==> src/rtl/norm_shift_64.sv <==
// Sequential mantissa normalizer: left-shifts a 64-bit mantissa one byte-scan per
// cycle until bit 63 is set, decrementing the biased exponent by the applied shift.
// The shift is clamped so the exponent never drops below EMIN; a clamped result
// whose top bit is still clear is flagged as denormal.
module norm_shift_64 #(
   parameter int unsigned EXP_W = 11,
   parameter int unsigned EMIN  = 1
) (
   input  logic             clk,
   input  logic             rst_n,
   input  logic             in_valid,
   output logic             in_ready,
   input  logic [63:0]      in_mant,
   input  logic [EXP_W-1:0] in_exp,
   output logic             out_valid,
   input  logic             out_ready,
   output logic [63:0]      out_mant,
   output logic [EXP_W-1:0] out_exp,
   output logic [6:0]       out_shift,
   output logic             out_zero,
   output logic             out_denorm
);

   typedef enum logic [1:0] {StIdle, StScan, StDone} state_e;

   state_e             state_q, state_d;
   logic [63:0]        w_q;
   logic [EXP_W-1:0]   e_q;
   logic [EXP_W-1:0]   b_q;
   logic [6:0]         c_q;

   logic [3:0]         lz;
   logic [3:0]         s;
   logic [63:0]        w_sh;
   logic [6:0]         c_nx;
   logic [EXP_W-1:0]   budget;
   logic               accept;
   logic               out_fire;

   assign in_ready  = (state_q == StIdle);
   assign out_valid = (state_q == StDone);
   assign accept    = in_valid & in_ready;
   assign out_fire  = out_valid & out_ready;

   // Shift budget left before the exponent would reach EMIN.
   assign budget = (in_exp > EXP_W'(EMIN)) ? (in_exp - EXP_W'(EMIN)) : '0;

   // Leading zeros of the top byte; highest set bit wins, 8 if the byte is empty.
   always_comb begin
      lz = 4'd8;
      for (int i = 0; i < 8; i++) begin
         if (w_q[56+i]) lz = 4'(7 - i);
      end
   end

   // Clamp the step to the remaining budget (budget < lz <= 8 fits in 4 bits).
   always_comb begin
      s = lz;
      if (b_q < EXP_W'(lz)) s = b_q[3:0];
      w_sh = w_q << s;
      c_nx = c_q + 7'(s);
   end

   // State register.
   always_ff @(posedge clk or negedge rst_n) begin
      if (!rst_n) state_q <= StIdle;
      else        state_q <= state_d;
   end

   // Next-state logic; a short step (s < 8) means the scan is finished.
   always_comb begin
      state_d = state_q;
      unique case (state_q)
         StIdle: begin
            if (accept) state_d = (in_mant == 64'd0) ? StDone : StScan;
         end
         StScan: begin
            if (s != 4'd8) state_d = StDone;
         end
         StDone: begin
            if (out_fire) state_d = StIdle;
         end
         default: state_d = StIdle;
      endcase
   end

   // Working registers and result registers; results are held through DONE.
   always_ff @(posedge clk or negedge rst_n) begin
      if (!rst_n) begin
         w_q        <= '0;
         e_q        <= '0;
         b_q        <= '0;
         c_q        <= '0;
         out_mant   <= '0;
         out_exp    <= '0;
         out_shift  <= '0;
         out_zero   <= 1'b0;
         out_denorm <= 1'b0;
      end else begin
         unique case (state_q)
            StIdle: begin
               if (accept) begin
                  w_q <= in_mant;
                  e_q <= in_exp;
                  b_q <= budget;
                  c_q <= '0;
                  if (in_mant == 64'd0) begin
                     out_mant   <= '0;
                     out_exp    <= '0;
                     out_shift  <= '0;
                     out_zero   <= 1'b1;
                     out_denorm <= 1'b0;
                  end
               end
            end
            StScan: begin
               w_q <= w_sh;
               c_q <= c_nx;
               b_q <= b_q - EXP_W'(s);
               if (s != 4'd8) begin
                  out_mant   <= w_sh;
                  out_exp    <= e_q - EXP_W'(c_nx);
                  out_shift  <= c_nx;
                  out_zero   <= 1'b0;
                  out_denorm <= ~w_sh[63];
               end
            end
            default: ;
         endcase
      end
   end

endmodule

==> config.mk <==
export PLATFORM = sky130hd
export DESIGN_NAME = norm_shift_64
export DESIGN_NICKNAME = d
export VERILOG_FILES = /design/src/rtl/norm_shift_64.sv
export SDC_FILE = /design/constraint.sdc
export NUM_CORES = 1
export LEC_CHECK = 0
export BUFFER_PORTS_ARGS = -buffer_cell sky130_fd_sc_hd__buf_2
export CORE_UTILIZATION = 30
export CTS_CLUSTER_DIAMETER = 50
export CTS_CLUSTER_SIZE = 8
export DETAILED_ROUTE_END_ITERATION = 6
export PLACE_DENSITY = 0.44
export SYNTH_ARGS = -nofsm -noshare
export SYNTH_HDL_FRONTEND = slang
export SYNTH_SLANG_ARGS = --single-unit
==> constraint.sdc <==
create_clock -name clk -period 10.1 [get_ports clk]
set_clock_uncertainty 0.15 [all_clocks]
set_input_delay 0 -clock clk [delete_from_list [all_inputs] [get_ports clk]]
set_output_delay 0 -clock clk [all_outputs]
set_load 0.1 [all_outputs]
# ---- Yosys cells after proc, flatten, opt, wreduce, memory -nomap -nowiden
# Cells that the tools add are included.
dict set report totals {
  reg_bits 179
  in_bits 79
}
dict set report op_classes {
  add_sub_neg 4
  order_cmp 2
  eq_ne 7
  shifts 1
  muxes 41
  bitwise 3
  n_reduce_logical 7
}
# cell n
set ops {}
lappend ops {{64-bit two-way mux} 4}
lappend ops {{64-bit case mux with 2 select lines} 2}
lappend ops {{64-bit zero test} 1}
lappend ops {{64-bit by 4-bit << shifter with 64-bit output} 1}
lappend ops {{11-bit two-way mux} 5}
lappend ops {{11-bit case mux with 2 select lines} 2}
lappend ops {{4-bit two-way mux} 9}
lappend ops {{7-bit two-way mux} 4}
lappend ops {{7-bit case mux with 2 select lines} 2}
lappend ops {{11-bit by 1-bit > comparator with 1-bit output, second input constant} 1}
lappend ops {{11-bit by 4-bit < comparator with 1-bit output} 1}
lappend ops {{11-bit by 1-bit subtractor with 11-bit output, second input constant} 1}
lappend ops {{11-bit by 4-bit subtractor with 11-bit output} 1}
lappend ops {{11-bit by 7-bit subtractor with 11-bit output} 1}
lappend ops {{2-bit two-way mux} 4}
lappend ops {{7-bit by 4-bit adder with 7-bit output} 1}
lappend ops {{1-bit two-way mux} 6}
lappend ops {{2-bit by 1-bit != test with 1-bit output, second input constant} 3}
lappend ops {{2-bit case mux with 3 select lines} 1}
lappend ops {{4-bit != test, second input constant} 1}
lappend ops {{1-bit case mux with 2 select lines} 2}
lappend ops {{2-bit AND reduction} 2}
lappend ops {{4-bit AND reduction} 1}
lappend ops {{3-bit AND reduction} 1}
lappend ops {{other kinds (7)} 8}

# ---- Depth between registers and ports, before layout
# Gate-level depths: netlist (run 1).
dict set report depth {
  depth_word 14
  ltp_mapped 30
}

# ---- Worst setup path before layout (run 1)
# Ideal clock, no wire load.
dict set report synth_timing {
  path_kind {flip-flop to flip-flop}
  startpoint {register w_q[61]}
  endpoint {register out_exp[7]}
  setup_ps 128
  t_arrival_ps 5781
  required_ps 9822
  slack_ps 4040
  path_stages_with_launch 31
  path_buffers 8
  path_cell_list {dfrtp_1 -> buf_2 -> or4_4 -> nor2_4 -> inv_2 -> buf_2 -> buf_2 -> buf_2 -> ha_1 -> o21ai_0 -> a21oi_2 -> or2_2 -> and2_1 -> clkbuf_1 -> inv_2 -> buf_4 -> clkbuf_1 -> buf_2 -> ha_1 -> fa_1 -> inv_1 -> ha_1 -> nor2b_1 -> o21ai_0 -> a21boi_0 -> o21ai_0 -> a21boi_0 -> o21ai_0 -> nor2b_1 -> xnor2_1 -> o21ai_1}
}
dict set report synth_between {
  elab_chain_cells 9
}
# element line
set synth_lines {}
lappend synth_lines {{start, declared} 27} ;# logic [63:0] w_q;
lappend synth_lines {{start signal, assigned} 103} ;# w_q <= in_mant;
lappend synth_lines {{start signal, assigned} 117} ;# w_q <= w_sh;
lappend synth_lines {{4-bit two-way mux (*) (3 in a row)} 52} ;# if (w_q[56+i]) lz = 4'(7 - i);
lappend synth_lines {{11-bit by 4-bit < comparator with 1-bit output} 59} ;# if (b_q < EXP_W'(lz)) s = b_q[3:0];
lappend synth_lines {{4-bit two-way mux (*)} 59}
lappend synth_lines {{7-bit by 4-bit adder with 7-bit output} 61} ;# c_nx = c_q + 7'(s);
lappend synth_lines {{11-bit by 7-bit subtractor with 11-bit output} 122} ;# out_exp <= e_q - EXP_W'(c_nx);
lappend synth_lines {{11-bit two-way mux} 120} ;# if (s != 4'd8) begin
lappend synth_lines {{11-bit case mux with 2 select lines} 100} ;# unique case (state_q)
lappend synth_lines {{end signal, assigned} 122}
lappend synth_lines {{end, declared} 18} ;# output logic [EXP_W-1:0] out_exp,
# Every way passes the cells marked *; elsewhere a longest branch is shown, timed or not. The select of a mux whose other input is x is not followed.
# A chain may end at the register's enable or synchronous reset.

# ---- Final worst setup path (run 1)
# Same ends and word-level chain as after synthesis.

==> out/summary.json, run 1 <==
{
  "irDropWorstVdd": {"value": 158, "unit": "uV"},
  "maxCapViolations": {"value": 0},
  "yosysWarnings": {"value": 0},
  "grt_setup_unrepaired": {"value": "no"},
  "overflow": {"value": 0},
  "final.period_utilization": {"value": 0.677},
  "layout_min_cycle_time": {"value": 6.84, "unit": "ns"},
  "finalCoreUtilization": {"value": 0.367},
  "setup_slack_of_the_most_critical_reg_to_reg_path": {"value": 3.26, "unit": "ns"},
  "slew-limit-headroom": {"value": 0.242},
  "crit_fanout": {"value": 61},
  "whs_path_depth": {"value": 3},
  "final_critical_path_setup_slack": {"value": 3.26, "unit": "ns"},
  "library_cell_occupying_the_most_area_in_the_post_synthesis_netlist": {"value": "sky130_fd_sc_hd__dfrtp_1"},
  "buffers_plus_inverters_on_the_worst_setup_path": {"value": 4},
  "placement_rows": {"value": 77},
  "start_util": {"value": 0.305},
  "fp.coreArea": {"value": 44200, "unit": "sq um"},
  "critical_path.reg2reg.startpoint": {"value": "w_q[61]$_DFFE_PN0P_"},
  "route.detailed.drc": {"value": 0},
  "source_to_sink_clock_delay_at_the_later_pin_of_the_worst_skew_pair": {"value": 0.48, "unit": "ns"},
  "power_leakage": {"value": 0.00699, "unit": "uW"},
  "synth.distinct_cells": {"value": 77},
  "fillCellCount": {"value": 4625},
  "synthMostInstantiatedCell": {"value": "sky130_fd_sc_hd__nand2_1"},
  "gp_congestion": {"value": 0.885},
  "critical_path.max_stage_delay": {"value": 0.63, "unit": "ns"},
  "wl": {"value": 56.8, "unit": "mm"},
  "proportion_of_layout_cells_with_a_drive_suffix_above_1": {"value": 0.187},
  "worst_ep_required_time": {"value": 10.29, "unit": "ns"},
  "post-dp-hpwl": {"value": 40.9, "unit": "mm"},
  "dominantRegCellSynth": {"value": "sky130_fd_sc_hd__dfrtp_1"},
  "worst-r2r-cell-count": {"value": 23},
  "cpMaxStageDelayCell": {"value": "sky130_fd_sc_hd__a21o_1"},
  "drt_iter0_markers": {"value": 1571},
  "htree_levels": {"value": 4},
  "grt_start_max_net_pins": {"value": 87},
  "tritoncts_num_sinks": {"value": 179},
  "timing.critical_path.to_type": {"value": "register"},
  "worst_ep_arrival_time": {"value": 7.03, "unit": "ns"},
  "synth_top_cells_by_count": {"value": "sky130_fd_sc_hd__nand2_1, sky130_fd_sc_hd__dfrtp_1, sky130_fd_sc_hd__nor2_1, sky130_fd_sc_hd__clkbuf_1, sky130_fd_sc_hd__o22ai_1"},
  "die-area": {"value": 45800, "unit": "sq um"},
  "min_path_type": {"value": "in -> reg"},
  "cts-root-buf": {"value": "sky130_fd_sc_hd__clkbuf_16"},
  "timing.hold.worst.start": {"value": "out_ready"},
  "grt_first_pass_wirelength": {"value": 87.9, "unit": "mm"},
  "crit_path_cell_trace": {"value": "or4_4, nor2_4, buf_4, inv_2, ha_1, nand2_1, nand2_1, a2111o_1, buf_4, nand2_1, a21o_1, fa_1, inv_1, ha_1, nor2b_1, o21ai_0, a21boi_0, o21ai_0, a21boi_0, o21ai_0, nor2b_1, xnor2_1, o21ai_1"},
  "final.setup.tns": {"value": 0, "unit": "ns"},
  "maxSlewViolCount": {"value": 0},
  "syn-num-nets": {"value": 1721},
  "tritoncts.num_buffers": {"value": 17},
  "dp.cells": {"value": 2274},
  "grt_pass1_vias": {"value": 13534},
  "critical-path-top-delay-family": {"value": "compound AO/OA/AOI/OAI gates"},
  "postRouteAntennaNets": {"value": 0},
  "routed_via_density": {"value": 5.90},
  "grtUsageTotal": {"value": 0.248},
  "tightest_slew": {"value": 1.13, "unit": "ns"},
  "timing.critical_path.from_type": {"value": "register"},
  "synthDominantCellAreaShare": {"value": 0.332},
  "syn-mean-instance-area": {"value": 8.33, "unit": "sq um"},
  "synthArstFlopShare": {"value": 1.00},
  "synth-seq-area-share": {"value": 0.332},
  "use_met3": {"value": 0.0374},
  "finalNetCount": {"value": 1883},
  "ios": {"value": 165},
  "outcome": {"value": "finished, final reports clean"},
  "drt_first_pass_iters": {"value": 7},
  "die_height": {"value": 214, "unit": "microns"},
  "final-setup-viol-count": {"value": 0},
  "area_overhead_of_the_layout_relative_to_synthesis": {"value": 20.5, "unit": "%"},
  "clk_path_buf_depth": {"value": 2},
  "cts.reportedPaths.clkPinSlew": {"value": 0.07, "unit": "ns"},
  "flops_latches_synth": {"value": 179},
  "placement.setup.worst_slack": {"value": 3.34, "unit": "ns"},
  "filler_free_cell_count_of_the_finished_design": {"value": 2387},
  "detailroute.via_count": {"value": 14089},
  "buffer_count_from_post_cts_setup_fixing": {"value": 0},
  "worst_r2r_endpoint": {"value": "out_exp[7]$_DFFE_PN0P_"},
  "antenna_found_initial": {"value": 1},
  "power_density": {"value": 385, "unit": "nW/um^2"},
  "instance_count_of_the_mapped_netlist": {"value": 1619},
  "hold_viol_final": {"value": 0},
  "port_buffers": {"value": 164},
  "max_freq": {"value": 146, "unit": "MHz"},
  "grtUsageMet1": {"value": 0.363},
  "wl_per_cell": {"value": 23.8, "unit": "microns"},
  "syn-cell-area": {"value": 13500, "unit": "sq um"},
  "cts_tree": {"value": "built"},
  "synth_edf_count": {"value": 0},
  "holdPathEnd": {"value": "state_q[1]$_DFFE_PN0P_"},
  "die_width": {"value": 214, "unit": "microns"},
  "top_usage_layer": {"value": "met2"},
  "grt_use_met2": {"value": 0.379},
  "top_post_synthesis_cells_by_area": {"value": "sky130_fd_sc_hd__dfrtp_1, sky130_fd_sc_hd__nand2_1, sky130_fd_sc_hd__mux2_2, sky130_fd_sc_hd__a22oi_1, sky130_fd_sc_hd__nor2_1"},
  "worstSetupPathType": {"value": "reg -> reg"}
}
[cells in the final DEF (no fill, tap or decap), types with 25 or more instances in the layout]
cell type and n:
sky130_fd_sc_hd__nand2_1 241, sky130_fd_sc_hd__dfrtp_1 178, sky130_fd_sc_hd__buf_2 163, sky130_fd_sc_hd__nor2_1 138, sky130_fd_sc_hd__dlygate4sd3_1 79, sky130_fd_sc_hd__o22ai_1 72
sky130_fd_sc_hd__a22oi_1 71, sky130_fd_sc_hd__o21ai_0 62, sky130_fd_sc_hd__nor3_1 55, sky130_fd_sc_hd__a21oi_1 51, sky130_fd_sc_hd__mux2_2 48, sky130_fd_sc_hd__o22a_1 47
sky130_fd_sc_hd__nand2b_1 45, sky130_fd_sc_hd__mux2i_1 40, sky130_fd_sc_hd__buf_4 37, sky130_fd_sc_hd__o21ai_1 34, sky130_fd_sc_hd__nand3_1 31, sky130_fd_sc_hd__a221oi_1 26
sky130_fd_sc_hd__nor4_1 25
[cell type report]
| type | instances | area, sq um | share of cell area |
|---|---|---|---|
| clock buffers | 19 | 453 | 0.0279 |
| flip-flops and latches | 179 | 4480 | 0.276 |
| clock inverters | 13 | 190 | 0.0117 |
| diodes | 1 | 2.50 | 0.000154 |
| well taps | 592 | 741 | 0.0456 |
| inverters | 23 | 86.3 | 0.00531 |
| multi-input cells | 1279 | 8370 | 0.515 |
| repair buffers | 281 | 1930 | 0.119 |
[how the worst max path moves through the flow]
stage | from | endpoint | slack (ns) | cells past startpoint
finish | w_q[61]$_DFFE_PN0P_ | out_exp[7]$_DFFE_PN0P_ | 3.26 | 23
global placement | w_q[61]$_DFFE_PN0P_ | out_exp[7]$_DFFE_PN0P_ | 3.54 | 23
detailed placement | w_q[61]$_DFFE_PN0P_ | out_exp[7]$_DFFE_PN0P_ | 3.34 | 23
floorplan | w_q[61]$_DFFE_PN0P_ | out_exp[7]$_DFFE_PN0P_ | 4.04 | 30
CTS | w_q[61]$_DFFE_PN0P_ | out_exp[7]$_DFFE_PN0P_ | 3.31 | 23
global route | w_q[61]$_DFFE_PN0P_ | out_exp[7]$_DFFE_PN0P_ | 2.73 | 23
[stage by stage]
stage	hold slack, ns	cell area (sq um)	power (uW)
after global routing	0.111	16200	6650
after detailed placement	-0.126	14800	5450
after floorplan	-0.446	13500	4310
after global placement	-0.122	14800	5440
final	0.105	16200	6260
after CTS	0.0680	16200	6250
[metal layers]
metal | part of all wire | vias to the layer above | routed length, microns
li1 | - | 6478 | -
met1 | 0.48 | 7016 | 27300
met5 | 0 | - | 0
met2 | 0.44 | 539 | 25200
met4 | 0.017 | 0 | 974
met3 | 0.059 | 56 | 3370
[where the power goes]
| part | internal, uW | switching (uW) |
|---|---|---|
| sequential | 1020 | 398 |
| combinational | 1210 | 2880 |
| clock | 431 | 322 |
| total | 2660 | 3600 |
[state kept, by name (all words and copies together), names as in the netlist]
| signal | cells |
|---|---|
| out_mant | 64 |
| w_q | 64 |
| b_q | 11 |
| e_q | 11 |
| out_exp | 11 |
| c_q | 7 |
| out_shift | 7 |
| state_q | 2 |
| out_denorm | 1 |
| out_zero | 1 |
[kinds of logic (layout without fill, tap and decap cells)]
kind of cell    Yosys count  after routing  synth area share
fa+ha+maj                23             23            0.0230
compound gates          548            548             0.306
flops                   179            179             0.332
other cells               0              1                 0
buf+inv                 161            336            0.0524
simple gates            596            596             0.201
mux                      89             89            0.0706
xor+xnor                 23             23            0.0149
[tightest hold or removal path: stages]
cell and delay [ns]:
sky130_fd_sc_hd__dlygate4sd3_1 0.51, sky130_fd_sc_hd__buf_2 0.10, sky130_fd_sc_hd__o21ai_0 0.07
[timing repair]
action	in CTS	in global routing
gates resized for setup	0	0
endpoints found under the hold margin	148	0
hold buffers	80	0
No activity file was read; power rests on OpenSTA's default activity.
==> run 2: changes to the inputs <==
Settings changed: ABC_AREA set to 1.
Clock period 10.1 ns to 6.91 ns, I/O delays scaled along.
==> run 2 against run 1 <==
The flow now finishes with violations (DRC); worst setup slack got worse by 1.7 ns; global-route usage down 3.4 points; final area down 9.6%; largest cell class unchanged.
==> out/summary.json, run 2 <==
{
  "drt_iter0_markers": {"value": 862, "change": "was 1571"},
  "post-dp-hpwl": {"value": 30.0, "unit": "mm", "change": "was 40.9 mm"},
  "yosysWarnings": {"value": 0, "change": "unchanged"},
  "grt_start_max_net_pins": {"value": 90, "change": "was 87"},
  "outcome": {"value": "complete, but fails checks", "change": "was finished, final reports clean"},
  "die_height": {"value": 203, "unit": "microns", "change": "was 214 microns"},
  "critical_path.reg2reg.startpoint": {"value": "w_q[59]$_DFFE_PN0P_", "change": "was w_q[61]$_DFFE_PN0P_"},
  "crit_fanout": {"value": 55, "change": "was 61"},
  "die_width": {"value": 203, "unit": "microns", "change": "was 214 microns"},
  "instance_count_of_the_mapped_netlist": {"value": 1783, "change": "was 1619"},
  "port_buffers": {"value": 164, "change": "unchanged"},
  "max_freq": {"value": 186, "unit": "MHz", "change": "was 146 MHz"},
  "final.setup.tns": {"value": 0, "unit": "ns", "change": "unchanged"},
  "synth.distinct_cells": {"value": 46, "change": "was 77"},
  "hold_viol_final": {"value": 0, "change": "unchanged"},
  "htree_levels": {"value": 4, "change": "unchanged"},
  "synth-seq-area-share": {"value": 0.371, "change": "was 0.332"},
  "wl_per_cell": {"value": 17.4, "unit": "microns", "change": "was 23.8 microns"},
  "main_combinational_cell_family_by_area_after_synthesis": {"value": "simple AND/OR/NAND/NOR gates", "change": "was compound AO/OA/AOI/OAI gates"},
  "placement_rows": {"value": 73, "change": "was 77"},
  "cts_tree": {"value": "built", "change": "unchanged"},
  "postRouteAntennaNets": {"value": 0, "change": "unchanged"},
  "min_path_type": {"value": "in -> async", "change": "was in -> reg"},
  "cts-root-buf": {"value": "sky130_fd_sc_hd__clkbuf_16", "change": "unchanged"},
  "proportion_of_layout_cells_with_a_drive_suffix_above_1": {"value": 0.128, "change": "was 0.187"},
  "flops_latches_synth": {"value": 179, "change": "unchanged"},
  "critical-path-top-delay-family": {"value": "simple AND/OR/NAND/NOR gates", "change": "was compound AO/OA/AOI/OAI gates"},
  "xor_xnor_share_of_the_synthesized_area": {"value": 0.0145, "change": "was 0.0149"},
  "route.detailed.drc": {"value": 2, "change": "was 0"},
  "syn-mean-instance-area": {"value": 6.76, "unit": "sq um", "change": "was 8.33 sq um"},
  "antennaDiodeCount": {"value": 0, "change": "was 1"},
  "final.period_utilization": {"value": 0.777, "change": "was 0.677"},
  "grtUsageTotal": {"value": 0.215, "change": "was 0.248"},
  "critical_path.max_stage_delay": {"value": 0.49, "unit": "ns", "change": "was 0.63 ns"},
  "mostFrequentLayoutCell": {"value": "sky130_fd_sc_hd__nand3_1", "change": "was sky130_fd_sc_hd__nand2_1"},
  "top_post_synthesis_cells_by_area": {"value": "sky130_fd_sc_hd__dfrtp_1, sky130_fd_sc_hd__nand3_1, sky130_fd_sc_hd__nand2_1, sky130_fd_sc_hd__inv_1, sky130_fd_sc_hd__o21ai_0", "change": "was sky130_fd_sc_hd__dfrtp_1, sky130_fd_sc_hd__nand2_1, sky130_fd_sc_hd__mux2_2, sky130_fd_sc_hd__a22oi_1, sky130_fd_sc_hd__nor2_1"},
  "clk_path_buf_depth": {"value": 2, "change": "unchanged"},
  "syn-num-nets": {"value": 1885, "change": "was 1721"},
  "fp.coreArea": {"value": 39700, "unit": "sq um", "change": "was 44200 sq um"},
  "synthDominantCellAreaShare": {"value": 0.371, "change": "was 0.332"},
  "layout_min_cycle_time": {"value": 5.37, "unit": "ns", "change": "was 6.84 ns"},
  "worst_ep_arrival_time": {"value": 5.61, "unit": "ns", "change": "was 7.03 ns"},
  "tritoncts.num_buffers": {"value": 17, "change": "unchanged"},
  "simple_gate_share_of_the_synthesized_area": {"value": 0.421, "change": "was 0.201"},
  "synth_edf_count": {"value": 0, "change": "unchanged"},
  "grt_first_pass_wirelength": {"value": 69.0, "unit": "mm", "change": "was 87.9 mm"},
  "synth_area_in_compound_gates": {"value": 0.0718, "change": "was 0.306"},
  "irDropWorstVdd": {"value": 316, "unit": "uV", "change": "was 158 uV"},
  "grt_setup_unrepaired": {"value": "no", "change": "unchanged"},
  "drt_first_pass_iters": {"value": 7, "change": "unchanged"},
  "detailroute.via_count": {"value": 12698, "change": "was 14089"},
  "finalNetCount": {"value": 2064, "change": "was 1883"},
  "dominantRegCellSynth": {"value": "sky130_fd_sc_hd__dfrtp_1", "change": "unchanged"},
  "largest_registers": {"value": "out_mant: 64 flops, w_q: 64 flops", "change": "unchanged"},
  "synthMuxAreaShare": {"value": 0, "change": "was 0.0706"},
  "die-area": {"value": 41000, "unit": "sq um", "change": "was 45800 sq um"},
  "start_util": {"value": 0.304, "change": "was 0.305"},
  "syn-cell-area": {"value": 12100, "unit": "sq um", "change": "was 13500 sq um"},
  "slew-limit-headroom": {"value": 0.244, "change": "was 0.242"},
  "timing.critical_path.to_type": {"value": "register", "change": "unchanged"},
  "overflow": {"value": 0, "change": "unchanged"},
  "synth_top_cells_by_count": {"value": "sky130_fd_sc_hd__nand3_1, sky130_fd_sc_hd__nand2_1, sky130_fd_sc_hd__dfrtp_1, sky130_fd_sc_hd__inv_1, sky130_fd_sc_hd__o21ai_0", "change": "was sky130_fd_sc_hd__nand2_1, sky130_fd_sc_hd__dfrtp_1, sky130_fd_sc_hd__nor2_1, sky130_fd_sc_hd__clkbuf_1, sky130_fd_sc_hd__o22ai_1"},
  "worstSetupPathType": {"value": "reg -> reg", "change": "unchanged"},
  "source_to_sink_clock_delay_at_the_later_pin_of_the_worst_skew_pair": {"value": 0.46, "unit": "ns", "change": "was 0.48 ns"},
  "worst_ep_required_time": {"value": 7.14, "unit": "ns", "change": "was 10.29 ns"},
  "buffers_plus_inverters_on_the_worst_setup_path": {"value": 2, "change": "was 4"},
  "library_cell_occupying_the_most_area_in_the_post_synthesis_netlist": {"value": "sky130_fd_sc_hd__dfrtp_1", "change": "unchanged"},
  "cpMaxStageDelayCell": {"value": "sky130_fd_sc_hd__nand2_4", "change": "was sky130_fd_sc_hd__a21o_1"},
  "wl": {"value": 43.4, "unit": "mm", "change": "was 56.8 mm"},
  "critical_path.most_common_cell": {"value": "sky130_fd_sc_hd__nand2_1"},
  "antenna_found_initial": {"value": 0, "change": "was 1"},
  "ios": {"value": 165, "change": "unchanged"},
  "cts.reportedPaths.clkPinSlew": {"value": 0.07, "unit": "ns", "change": "about the same"},
  "worst_r2r_endpoint": {"value": "out_exp[9]$_DFFE_PN0P_", "change": "was out_exp[7]$_DFFE_PN0P_"},
  "failed_checks": {"value": "DRC"},
  "grt_pass1_vias": {"value": 12182, "change": "was 13534"},
  "post-layout-total-power": {"value": 8620, "unit": "uW", "change": "was 6260 uW"},
  "synthArstFlopShare": {"value": 1.00, "change": "unchanged"},
  "power_density": {"value": 587, "unit": "nW/um^2", "change": "was 385 nW/um^2"},
  "power_leakage": {"value": 0.00776, "unit": "uW", "change": "was 0.00699 uW"},
  "synthMostInstantiatedCell": {"value": "sky130_fd_sc_hd__nand3_1", "change": "was sky130_fd_sc_hd__nand2_1"},
  "maxCapViolations": {"value": 0, "change": "unchanged"},
  "maxSlewViolCount": {"value": 0, "change": "unchanged"},
  "routed_via_density": {"value": 5.08, "change": "was 5.90"},
  "final-setup-viol-count": {"value": 0, "change": "unchanged"},
  "gp_congestion": {"value": 0.838, "change": "was 0.885"},
  "worst-r2r-cell-count": {"value": 27, "change": "was 23"},
  "layout_common_cells": {"value": "sky130_fd_sc_hd__nand3_1, sky130_fd_sc_hd__nand2_1, sky130_fd_sc_hd__dfrtp_1", "change": "was sky130_fd_sc_hd__nand2_1, sky130_fd_sc_hd__dfrtp_1, sky130_fd_sc_hd__buf_2"},
  "tritoncts_num_sinks": {"value": 179, "change": "unchanged"},
  "yosys.area_share.adder": {"value": 0.0257, "change": "was 0.0230"},
  "timing.critical_path.from_type": {"value": "register", "change": "unchanged"},
  "tightest_slew": {"value": 1.13, "unit": "ns", "change": "about the same"},
  "setup_slack_of_the_most_critical_reg_to_reg_path": {"value": 1.54, "unit": "ns", "change": "was 3.26 ns"},
  "area_overhead_of_the_layout_relative_to_synthesis": {"value": 21.7, "unit": "%", "change": "was 20.5%"}
}
[run 2: cell types whose count changed after synthesis, sizes merged, moves of 40 or more]
cell,change
inv,+157
nand2,+272
nand3,+488
nand2b,-46
mux2,-49
a22oi,-61
mux2i,-40
o22ai,-72
nor3,-48
nor2,-99
o22a,-47
[run 2: routing by layer]
metal / wire [microns] / vias up / share of wire / GRT usage
li1: - / 6262 / - / -
met1: 20900 / 6099 / 0.48 / 0.305
met2: 20200 / 304 / 0.47 / 0.344
met3: 1630 / 33 / 0.038 / 0.0238
met4: 680 / 0 / 0.016 / 0.0618
met5: 0 / - / 0 / 0
[run 2: per-stage QoR]
| stage | std cells | area (sq um) | hold WS, ns | setup slack [ns] | util |
|---|---|---|---|---|---|
| 2_1_floorplan | 1783 | 12100 | -0.446 | 2.47 | - |
| 3_3_place_gp | 2387 | 13200 | -0.0337 | 1.67 | 0.333 |
| 3_5_place_dp | 2387 | 13200 | -0.0259 | 1.53 | 0.333 |
| 4_1_cts | 2500 | 14700 | 0.0459 | 1.51 | 0.370 |
| 5_1_grt | 2500 | 14700 | 0.0835 | 0.975 | 0.370 |
| 6_report | 2500 | 14700 | 0.00772 | 1.54 | 0.370 |
[run 2: timing repair]
item                                   CTS  global route
hold buffers                            81             0
buffers inserted                         0             0
resized for setup                        0             0
endpoints found under the hold margin  168             0
[run 2: area by class of cell]
class                   count  area [sq um]
clock buffers              18           429
clock inverters            14           223
fillers                  4380         25100
inverters                 180           678
multi-input cells        1322          6450
flip-flops and latches    179          4480
well taps                 525           657
repair buffers            262          1770
[run 2: power by group]
group	switching (uW)	total, uW	internal (uW)
Combinational	4250	5780	1520
Clock	480	1130	649
Sequential	224	1720	1490
[run 2: cells by family after synthesis]
kind of cell | Yosys count
adders and majority gates | 23
AOI/OAI and AO/OA | 156
buffers and inverters | 282
xor gates and xnor gates | 20
and+or+nand+nor | 1123
DFF | 179
[run 2: worst max-delay path by stage]
stage | to | startpoint | cells after the start | slack [ns]
global placement | out_exp[9]$_DFFE_PN0P_ | w_q[59]$_DFFE_PN0P_ | 27 | 1.67
global route | out_exp[9]$_DFFE_PN0P_ | w_q[59]$_DFFE_PN0P_ | 27 | 0.98
detailed placement | out_exp[9]$_DFFE_PN0P_ | w_q[59]$_DFFE_PN0P_ | 27 | 1.53
CTS | out_exp[9]$_DFFE_PN0P_ | w_q[59]$_DFFE_PN0P_ | 27 | 1.51
floorplan | out_exp[9]$_DFFE_PN0P_ | w_q[61]$_DFFE_PN0P_ | 24 | 2.47
finish | out_exp[9]$_DFFE_PN0P_ | w_q[59]$_DFFE_PN0P_ | 27 | 1.54
[run 2: worst reg2reg max path: stages, from the launching register on]
cell	delay [ns]
sky130_fd_sc_hd__dfrtp_1	0.41
sky130_fd_sc_hd__nor3_1	0.23
sky130_fd_sc_hd__nor3_1	0.07
sky130_fd_sc_hd__nor3_1	0.25
sky130_fd_sc_hd__inv_1	0.10
sky130_fd_sc_hd__ha_1	0.28
sky130_fd_sc_hd__nand2_1	0.07
sky130_fd_sc_hd__inv_1	0.04
sky130_fd_sc_hd__nand2_1	0.05
sky130_fd_sc_hd__nand2_1	0.04
sky130_fd_sc_hd__nand2_1	0.16
sky130_fd_sc_hd__nand2_4	0.16
sky130_fd_sc_hd__nand2_4	0.49
sky130_fd_sc_hd__nand2_1	0.22
sky130_fd_sc_hd__ha_1	0.26
sky130_fd_sc_hd__fa_1	0.43
sky130_fd_sc_hd__a21oi_1	0.13
sky130_fd_sc_hd__o21ai_0	0.16
sky130_fd_sc_hd__xor2_1	0.20
sky130_fd_sc_hd__ha_1	0.36
sky130_fd_sc_hd__a21oi_1	0.16
sky130_fd_sc_hd__o21ai_0	0.11
sky130_fd_sc_hd__a21oi_1	0.22
sky130_fd_sc_hd__nor2_1	0.07
sky130_fd_sc_hd__nand2_1	0.08
sky130_fd_sc_hd__nand4_1	0.10
sky130_fd_sc_hd__xor2_1	0.15
sky130_fd_sc_hd__o21ai_0	0.14
==> run 3: changes to the inputs <==
Settings changed: ABC_AREA 1 to 0.
Clock period 6.91 ns to 5.4 ns, I/O delays scaled along.
==> run 3 against run 2 <==
Worst setup slack worse by 1.2 ns; register-to-register slack worse by 1.2 ns; wire length is 34% higher; the run still ends with DRC left; sequential share of layout area decreased by 3.9 points; die area increased by 12%; utilization increased by 1.1 points.
==> out/summary.json, run 3 (synthesized netlist as in run 1, its figures left out) <==
{
  "power_leakage": {"value": 0.00732, "unit": "uW", "change": "was 0.00776 uW"},
  "final-setup-viol-count": {"value": 0, "change": "unchanged"},
  "seq_power_share": {"value": 0.216, "change": "was 0.199"},
  "detailroute.via_count": {"value": 14380, "change": "was 12698"},
  "grt_first_pass_wirelength": {"value": 89.8, "unit": "mm", "change": "was 69.0 mm"},
  "wl_per_cell": {"value": 23.7, "unit": "microns", "change": "was 17.4 microns"},
  "fp.coreArea": {"value": 44200, "unit": "sq um", "change": "was 39700 sq um"},
  "proportion_of_layout_cells_with_a_drive_suffix_above_1": {"value": 0.217, "change": "was 0.128"},
  "grt_pass1_vias": {"value": 13941, "change": "was 12182"},
  "buffers_plus_inverters_on_the_worst_setup_path": {"value": 3, "change": "was 2"},
  "overflow": {"value": 0, "change": "unchanged"},
  "filler_free_cell_count_of_the_finished_design": {"value": 2454, "change": "was 2500"},
  "clk_path_buf_depth": {"value": 2, "change": "unchanged"},
  "critical_path.reg2reg.startpoint": {"value": "w_q[58]$_DFFE_PN0P_", "change": "was w_q[59]$_DFFE_PN0P_"},
  "final.period_utilization": {"value": 0.942, "change": "was 0.777"},
  "power.clock.fraction": {"value": 0.117, "change": "was 0.131"},
  "largest_registers": {"value": "out_mant: 64 flops, w_q: 64 flops", "change": "unchanged"},
  "tritoncts.num_buffers": {"value": 17, "change": "unchanged"},
  "power_frac_comb": {"value": 0.667, "change": "was 0.670"},
  "placement.setup.worst_slack": {"value": 0.219, "unit": "ns", "change": "was 1.53 ns"},
  "postRouteAntennaNets": {"value": 0, "change": "unchanged"},
  "tightest_slew": {"value": 0.894, "unit": "ns", "change": "was 1.13 ns"},
  "port_buffers": {"value": 164, "change": "unchanged"},
  "max_freq": {"value": 197, "unit": "MHz", "change": "was 186 MHz"},
  "maxSlewViolCount": {"value": 0, "change": "unchanged"},
  "critical_path_cell_count": {"value": 22, "change": "was 27"},
  "fin_hold_ws": {"value": 0.0881, "unit": "ns", "change": "was 0.00772 ns"},
  "maxCapViolations": {"value": 0, "change": "unchanged"},
  "critical_path.max_stage_delay": {"value": 0.58, "unit": "ns", "change": "was 0.49 ns"},
  "mostFrequentLayoutCell": {"value": "sky130_fd_sc_hd__nand2_1", "change": "was sky130_fd_sc_hd__nand3_1"},
  "switching_power": {"value": 6830, "unit": "uW", "change": "was 4960 uW"},
  "critical_path.most_common_cell": {"value": "sky130_fd_sc_hd__nand2_1", "change": "unchanged"},
  "hold_viol_final": {"value": 0, "change": "unchanged"},
  "register_area": {"value": 4480, "unit": "sq um", "change": "about the same"},
  "worst-r2r-cell-count": {"value": 22, "change": "was 27"},
  "die_width": {"value": 214, "unit": "microns", "change": "was 203 microns"},
  "drt_iter0_markers": {"value": 1355, "change": "was 862"},
  "post-dp-hpwl": {"value": 41.4, "unit": "mm", "change": "was 30.0 mm"},
  "power_density": {"value": 718, "unit": "nW/um^2", "change": "was 587 nW/um^2"},
  "worst_setup_path_startpoint": {"value": "w_q[58]$_DFFE_PN0P_", "change": "was w_q[59]$_DFFE_PN0P_"},
  "critical-path-top-delay-family": {"value": "simple AND/OR/NAND/NOR gates", "change": "unchanged"},
  "intPower": {"value": 5260, "unit": "uW", "change": "was 3660 uW"},
  "htree_levels": {"value": 4, "change": "unchanged"},
  "finalNetCount": {"value": 1950, "change": "was 2064"},
  "tritoncts_num_sinks": {"value": 179, "change": "unchanged"},
  "start_util": {"value": 0.305, "change": "was 0.304"},
  "worst_ep_required_time": {"value": 5.63, "unit": "ns", "change": "was 7.14 ns"},
  "failed_checks": {"value": "DRC", "change": "unchanged"},
  "setup_slack_of_the_most_critical_reg_to_reg_path": {"value": 0.31, "unit": "ns", "change": "was 1.54 ns"},
  "cts_tree": {"value": "built", "change": "unchanged"},
  "timing.critical_path.from_type": {"value": "register", "change": "unchanged"},
  "layout_common_cells": {"value": "sky130_fd_sc_hd__nand2_1, sky130_fd_sc_hd__dfrtp_1, sky130_fd_sc_hd__buf_2", "change": "was sky130_fd_sc_hd__nand3_1, sky130_fd_sc_hd__nand2_1, sky130_fd_sc_hd__dfrtp_1"},
  "outcome": {"value": "complete, but fails checks", "change": "unchanged"},
  "slew-limit-headroom": {"value": 0.404, "change": "was 0.244"},
  "placement_rows": {"value": 77, "change": "was 73"},
  "layout_min_cycle_time": {"value": 5.09, "unit": "ns", "change": "was 5.37 ns"},
  "multi_input_gate_area": {"value": 8400, "unit": "sq um", "change": "was 6450 sq um"},
  "grt_start_max_net_pins": {"value": 87, "change": "was 90"},
  "drt_first_pass_iters": {"value": 7, "change": "unchanged"},
  "wl": {"value": 58.2, "unit": "mm", "change": "was 43.4 mm"},
  "timing.critical_path.to_type": {"value": "register", "change": "unchanged"},
  "crit_fanout": {"value": 7, "change": "was 55"},
  "antenna_found_initial": {"value": 0, "change": "unchanged"},
  "whs_path_depth": {"value": 3},
  "irDropWorstVdd": {"value": 421, "unit": "uV", "change": "was 316 uV"},
  "final_critical_path_setup_slack": {"value": 0.315, "unit": "ns", "change": "was 1.54 ns"},
  "cts.reportedPaths.clkPinSlew": {"value": 0.07, "unit": "ns", "change": "about the same"},
  "die-area": {"value": 45800, "unit": "sq um", "change": "was 41000 sq um"},
  "fillCellCount": {"value": 4608, "change": "was 4380"},
  "cpMaxStageDelayCell": {"value": "sky130_fd_sc_hd__fa_1", "change": "was sky130_fd_sc_hd__nand2_4"},
  "grtUsageTotal": {"value": 0.255, "change": "was 0.215"},
  "worstSetupPathType": {"value": "reg -> reg", "change": "unchanged"},
  "ios": {"value": 165, "change": "unchanged"},
  "min_path_type": {"value": "in -> reg", "change": "was in -> async"},
  "timing.critical_path.to": {"value": "out_exp[10]$_DFFE_PN0P_", "change": "was out_exp[9]$_DFFE_PN0P_"},
  "post-layout-total-power": {"value": 12100, "unit": "uW", "change": "was 8620 uW"},
  "worst_r2r_endpoint": {"value": "out_exp[10]$_DFFE_PN0P_", "change": "was out_exp[9]$_DFFE_PN0P_"},
  "grt_setup_unrepaired": {"value": "no", "change": "unchanged"},
  "area_overhead_of_the_layout_relative_to_synthesis": {"value": 24.8, "unit": "%", "change": "was 21.7%"},
  "route.detailed.drc": {"value": 1, "change": "was 2"},
  "worst_ep_arrival_time": {"value": 5.31, "unit": "ns", "change": "was 5.61 ns"},
  "die_height": {"value": 214, "unit": "microns", "change": "was 203 microns"},
  "routed_via_density": {"value": 5.86, "change": "was 5.08"},
  "dp.cells": {"value": 2337, "change": "was 2387"},
  "gp_congestion": {"value": 0.919, "change": "was 0.838"},
  "sw_frac": {"value": 0.565, "change": "was 0.575"},
  "crit_path_cell_trace": {"value": "nor4_1, buf_4, nand2_1, ha_1, or4b_1, a21oi_2, or2_2, and2_1, inv_2, ha_4, fa_1, inv_2, fa_2, a21o_1, a21o_1, nand2_1, nand2_1, a21oi_2, nor2b_2, nor3b_2, xnor2_1, o21ai_1"},
  "source_to_sink_clock_delay_at_the_later_pin_of_the_worst_skew_pair": {"value": 0.50, "unit": "ns", "change": "was 0.46 ns"},
  "cts-root-buf": {"value": "sky130_fd_sc_hd__clkbuf_16", "change": "unchanged"}
}
## run 3: changes by cell type in the layout (fill, tap and decap cells not counted), moves of 40 or more
| cell | delta |
|---|---|
| sky130_fd_sc_hd__nand3_1 | -486 |
| sky130_fd_sc_hd__nand2b_1 | +45 |
| sky130_fd_sc_hd__mux2_2 | +48 |
| sky130_fd_sc_hd__o21ai_0 | -51 |
| sky130_fd_sc_hd__nand2_1 | -260 |
| sky130_fd_sc_hd__inv_1 | -155 |
| sky130_fd_sc_hd__o22a_1 | +47 |
| sky130_fd_sc_hd__nor3_1 | +48 |
| sky130_fd_sc_hd__mux2i_1 | +40 |
| sky130_fd_sc_hd__o22ai_1 | +72 |
| sky130_fd_sc_hd__nor2_1 | +102 |
| sky130_fd_sc_hd__buf_4 | +80 |
| sky130_fd_sc_hd__a22oi_1 | +61 |
## run 3: final cells by class
class	instances	area share
Tap cell	592	0.0440
Multi-Input combinational cell	1279	0.499
Antenna cell	1	0.000149
Sequential cell	179	0.266
Inverter	23	0.00513
Clock inverter	13	0.0115
Clock buffer	19	0.0257
Timing Repair Buffer	348	0.148
## run 3: how the worst min path moves through the flow
stage / from / to / slack [ns]
3_3_place_gp: rst_n / out_mant[2]$_DFFE_PN0P_ / -0.1
6_report: out_ready / state_q[1]$_DFFE_PN0P_ / 0.09
3_5_place_dp: rst_n / out_mant[2]$_DFFE_PN0P_ / -0.08
4_1_cts: out_ready / state_q[1]$_DFFE_PN0P_ / 0.03
2_1_floorplan: rst_n / b_q[0]$_DFFE_PN0P_ / -0.45
5_1_grt: out_ready / state_q[1]$_DFFE_PN0P_ / 0.08
## run 3: worst register-to-register path, delay by kind of cell (launching register included)
| family | cells | cell delay (ns) |
|---|---|---|
| xor+xnor | 1 | 0.13 |
| fa+ha+maj | 4 | 1.40 |
| flops | 1 | 0.45 |
| simple gates | 9 | 1.70 |
| compound gates | 5 | 0.79 |
| buf+inv | 3 | 0.34 |
## run 3: routing by layer
layer | global-route usage | vias to the layer above | share of wire
li1 | - | 6601 | -
met1 | 0.375 | 7189 | 0.48
met2 | 0.377 | 542 | 0.43
met3 | 0.0540 | 48 | 0.069
met4 | 0.0564 | 0 | 0.014
met5 | 0 | - | 0
## run 3: timing repair
action	CTS	global route
hold buffers	83	0
endpoints found under the hold margin	158	0
resized for setup	0	3
setup endpoints to repair	0	4
buffers inserted	0	1
## run 3: power by group through the flow
stage,logic (uW),registers [uW],clock network [uW]
floorplan,4300,3860,0
global placement,7900,2620,0
detailed placement,7930,2620,0
CTS,8010,2600,1460
global route,8630,2690,1500
finish,8060,2620,1410
## run 3: through the flow
stage,cell area (sq um),utilization,setup TNS [ns]
floorplan,13600,-,-0.0990
global placement,15300,0.347,0
detailed placement,15300,0.347,0
CTS,16800,0.380,0
global route,16800,0.380,0
finish,16800,0.380,0
